--- src/rtl/joy_db15_responder.sv ---
// Device side of the DB15 joystick adapter: emulates a 74HC165 chain that
// holds two players' buttons and shifts them out to the host, active-low.
module joy_db15_responder #(
    parameter int NBITS       = 12,
    parameter int SYNC_STAGES = 2
) (
    input  logic        clk,
    input  logic        reset_n,
    input  logic        joy_clk,
    input  logic        joy_load,
    input  logic [15:0] joystick1,
    input  logic [15:0] joystick2,
    output logic        joy_data,
    output logic        frame_done,
    output logic        overrun,
    output logic [4:0]  bit_cnt
);

    localparam int         FRAME   = 2 * NBITS;
    localparam logic [4:0] FRAME_C = 5'(FRAME);
    localparam logic [4:0] LAST_C  = 5'(FRAME - 1);

    logic [SYNC_STAGES-1:0] r_clk_sync;
    logic [SYNC_STAGES-1:0] r_load_sync;
    logic                   r_clk_d;
    logic [FRAME-1:0]       r_shreg;
    logic [4:0]             r_bit_cnt;
    logic                   r_frame_done;
    logic                   r_overrun;

    logic w_clk_s;
    logic w_load_s;
    logic w_rise;

    assign w_clk_s  = r_clk_sync[SYNC_STAGES-1];
    assign w_load_s = r_load_sync[SYNC_STAGES-1];
    assign w_rise   = w_clk_s & ~r_clk_d;

    // Host strobes idle high, so the synchronizers reset to 1 to avoid a
    // spurious edge or load right after reset release.
    always_ff @(posedge clk or negedge reset_n) begin
        if (!reset_n) begin
            r_clk_sync  <= '1;
            r_load_sync <= '1;
            r_clk_d     <= 1'b1;
        end else begin
            r_clk_sync  <= {r_clk_sync[SYNC_STAGES-2:0], joy_clk};
            r_load_sync <= {r_load_sync[SYNC_STAGES-2:0], joy_load};
            r_clk_d     <= w_clk_s;
        end
    end

    // Load is transparent while held low; the last loaded cycle is the frame.
    always_ff @(posedge clk or negedge reset_n) begin
        if (!reset_n) begin
            r_shreg      <= '1;
            r_bit_cnt    <= 5'd0;
            r_frame_done <= 1'b0;
            r_overrun    <= 1'b0;
        end else if (!w_load_s) begin
            r_shreg      <= ~{joystick2[NBITS-1:0], joystick1[NBITS-1:0]};
            r_bit_cnt    <= 5'd0;
            r_frame_done <= 1'b0;
            r_overrun    <= 1'b0;
        end else begin
            r_frame_done <= 1'b0;
            if (w_rise) begin
                r_shreg      <= {1'b1, r_shreg[FRAME-1:1]};
                r_frame_done <= (r_bit_cnt == LAST_C);
                if (r_bit_cnt < FRAME_C)
                    r_bit_cnt <= r_bit_cnt + 5'd1;
                else
                    r_overrun <= 1'b1;
            end
        end
    end

    assign joy_data   = r_shreg[0];
    assign frame_done = r_frame_done;
    assign overrun    = r_overrun;
    assign bit_cnt    = r_bit_cnt;

endmodule

--- config.mk ---
export PLATFORM = sky130hd
export DESIGN_NAME = joy_db15_responder
export DESIGN_NICKNAME = d
export VERILOG_FILES = /design/src/rtl/joy_db15_responder.sv
export SDC_FILE = /design/constraint.sdc
export NUM_CORES = 1
export LEC_CHECK = 0
export CAP_MARGIN = 0
export CORE_MARGIN = 3
export CORE_UTILIZATION = 51
export CTS_CLUSTER_DIAMETER = 30
export DETAILED_ROUTE_END_ITERATION = 12
export MAX_ROUTING_LAYER = met4
export PLACE_DENSITY = 0.84
export SETUP_SLACK_MARGIN = 0.02
export SLEW_MARGIN = 0
export SYNTH_ARGS = -nofsm -noshare
export SYNTH_HDL_FRONTEND = slang
export SYNTH_SLANG_ARGS = --single-unit
--- constraint.sdc ---
create_clock -name clk -period 2.6 [get_ports clk]
set_input_delay 0.78 -clock clk [delete_from_list [all_inputs] [get_ports clk]]
set_output_delay 0.78 -clock clk [all_outputs]
set_load 0.03 [all_outputs]
==> impl_summary.txt <==
----------------------------------------------------
[Final layout]
  Fraction of layout cells with a size suffix above 1 ... approximately a quarter
  Number of nets in the layout ... 191
  Post-route cell area ... 2028 um2
  Syn-to-layout area delta ... 24.69%
  Antenna cell count ... 0

[Synthesis]
  Dominant cells by area after synthesis ... dfstp_2, mux2i_1, dfrtp_1
  Leading post-synthesis cells by instance count ... mux2i_1, dfstp_2, dfrtp_1
  Mapped Avg Cell Area ... 13.78 um2
  Area share of the largest cell type after synthesis ... 46.85%
  Share of flip-flops with an asynchronous set or reset ... 100.0%
  Post-synthesis cell type with the largest combined area ... dfstp_2
  Count of unique library cells instantiated by Yosys ... 20
  Seq cells post-synth ... 36
  Most frequently used cell type in the post-synthesis netlist ... mux2i_1
  Sequential area share after synthesis ... 57.62%
  Post-synth top flop ... dfstp_2
  Area of the mapped netlist ... 1627 um2
  Syn_nets ... 155
  Number of enable-type register cells in the synthesized netlist ... 0
  Instance count of the mapped netlist ... 118
  Yosys warning count ... 0

[Worst setup path]
  Worst-case reg-to-reg path depth ... 3
  Path length in cells of the critical path ... 1
  Category of cells accounting for the largest share of critical-path delay ... buffers and inverters
  Cell chain of the critical path ... clkdlybuf4s50_1
  CP Launch Type ... register
  Largest stage delay on the critical path ... 0.66 ns
  Critical path endpoint category ... output port
  Path type of the worst setup path ... reg2out
  Combined buffer and inverter count along the critical path ... 1
  Worst path slowest cell ... clkdlybuf4s50_1
  Worst endpoint required time ... 1.82 ns
  Top fanout value on the critical path ... 2
  Worst EP arrival ... 1.54 ns

[Timing]
  Final cycle utilization of the critical path ... 89.04%
  Final Slew Violations ... 0
  Worst Skew ... between 0.01 and 0.015 ns
  Max transition margin ... between 50% and 60%
  Maximum frequency from static timing analysis ... ~430 MHz
  Count of final hold-check violations ... 0
  RSZ-0062 raised after global routing ... false
  Post-route setup slack ... 0.2849 ns
  Sum Neg Setup Slack ... 0 ns
  Post-route minimum period ... 2.315 ns
  Setup-failing EPs final ... 0
  Transition at the pin with the smallest max-transition slack ... between 0.7 and 0.8 ns

[Floorplan]
  Total Die Area ... a little under 4000 um2
  Ports placed on the boundary ... 44
  Die Width ... ~62 um
  Floorplan die height ... 62.48 um
  Area of the core region ... 2900 um2
  Row count ... 19
  Starting density of the core ... 56.08%

[Clock network]
  Clock-pin slew of the registers on the worst-case setup and hold paths ... 0.09 ns
  Post-CTS Setup Repair Bufs ... 0
  Maximum count of clock buffers along a single path ... 2
  TritonCTS clock tree ... built
  Hold buffer count at cts ... 0
  CTS Buf Count ... 5
  Post-cts gate resize count ... 0
  Number of H-tree levels ... 2
  Clk Tree Root Cell ... clkbuf_4
  Worst-skew pair later-pin latency ... 0.34 ns
  CTS Sinks ... 36

[Power]
  Static power due to leakage ... 0.9481 nW
  Logic pwr share ... 14.5%
  Clock share of power ... 23.9%
  Sw frac ... 24.03%
  Power after layout ... around 1.1 mW
  Cell Int Power ... 0.8470 mW
  Sequential fraction of design power ... 61.6%
  Worst IR Drop VDD ... 0.0003230 V
  Reported net switching power ... 0.2679 mW
  Power density of the placed cells ... 549.7 nW/um2

[Detailed routing]
  Detailed-route wire length ... 2749 um
  Number of iterations in the first detailed-routing pass ... 4
  Post-route ant nets ... 0
  Remaining design rule violation count ... 0
  Average via count per standard cell ... between 5 and 6
  Wirelength per Cell ... 14.03 um
  Vias after detailed routing ... 1014
  First-iteration detailed-routing DRC count ... 31

[Place]
  RePlAce Congestion ... 0.7996
  Cell area after placement ... 1983 um2
  Detailed Place HPWL ... 1937 um
  Placement Setup Slack ... 0.6426 ns
  IO buf count ... 35

[Global routing]
  Number of antenna violations at the first check in global routing ... 0
  Number of global-route vias before repair ... 1108
  Global-route wire length before repair ... 4954 um
  Maximum number of pins on one net before global-route repair ... 37
  Leftover overflow at the end of global routing ... 0
  Aggregate global-route resource usage ... 17.02%

[Run status]
  Status ... finished, final reports clean

[Flow run]
  Number of maximum-capacitance violations ... 0

[Worst hold path]
  Cells on Worst Hold Path ... 0
  Worst min path class ... reg2reg

----------------------------------------------------
[final cells by class]
type	instances	area [um2]
well taps	42	52.55
clock buffers	7	45.04
repair buffers	36	357.8
inverters	1	3.754
multi-input cells	74	631.9
flip-flops and latches	36	937.1
fillers	246	872.1
[layer usage]
layer,vias to the layer above,part of all wire (%),GRT usage [%]
li1,495,-,-
met1,481,41,17.63
met2,30,50,28.36
met3,8,6.1,4.856
met4,0,3.0,10.74
met5,-,0,-
[registers in the layout, indices dropped and copies added, names as in the netlist]
name / cells
r_load_sync: 2
r_clk_d: 1
r_shreg: 24
frame_done: 1
r_clk_sync: 2
overrun: 1
bit_cnt: 5
[kinds of logic (layout without fill, tap and decap cells)]
family,after synthesis,after routing,share of synthesized area [%]
compound gates,9,9,3.385
fa+ha+maj,1,1,0.7691
buf+inv,8,44,3.538
flops,36,36,57.62
mux,47,47,28.92
simple gates,17,17,5.770
[worst paths after layout]
path,from,slack (ns),to
setup / recovery,r_shreg[0]$_DFFE_PN1P_,0.28,joy_data
hold / removal,r_clk_sync[0]$_DFF_PN1_,0.36,r_clk_sync[1]$_DFF_PN1_
setup reg to reg,r_load_sync[1]$_DFF_PN1_,0.92,r_shreg[23]$_DFFE_PN1P_
hold reg to reg,r_clk_sync[0]$_DFF_PN1_,0.36,r_clk_sync[1]$_DFF_PN1_
max in group asynchronous,reset_n,1.40,r_shreg[13]$_DFFE_PN1P_
min in group asynchronous,reset_n,0.84,bit_cnt[4]$_DFFE_PN0P_
[layout by cell type (no fill, tap or decap), types with 2 or more instances in the layout]
cell type and n:
dfstp_2 29, nand3_1 4, clkbuf_4 5, dfrtp_1 7, nor3_1 3, a21oi_1 4
nand2_1 3, mux2i_1 47, a41oi_1 2, nor2_1 2, clkdlybuf4s50_1 35, clkbuf_1 2
o21ai_0 2
[through the flow]
step,utilization (%),hold WS [ns],cells
global placement,68.38,0.3456,189
global route,69.93,0.3709,196
detailed placement,68.38,0.3479,189
finish,69.93,0.3602,196
floorplan,-,0.3452,118
CTS,69.93,0.3625,196
[power by group through the flow]
stage / Clock [mW] / Sequential, mW / Combinational, mW
floorplan: 0 / 0.685 / 0.0996
global placement: 0 / 0.693 / 0.157
detailed placement: 0 / 0.697 / 0.165
CTS: 0.283 / 0.688 / 0.165
global route: 0.311 / 0.697 / 0.179
finish: 0.267 / 0.687 / 0.161
(Power assumes the default switching activity.)
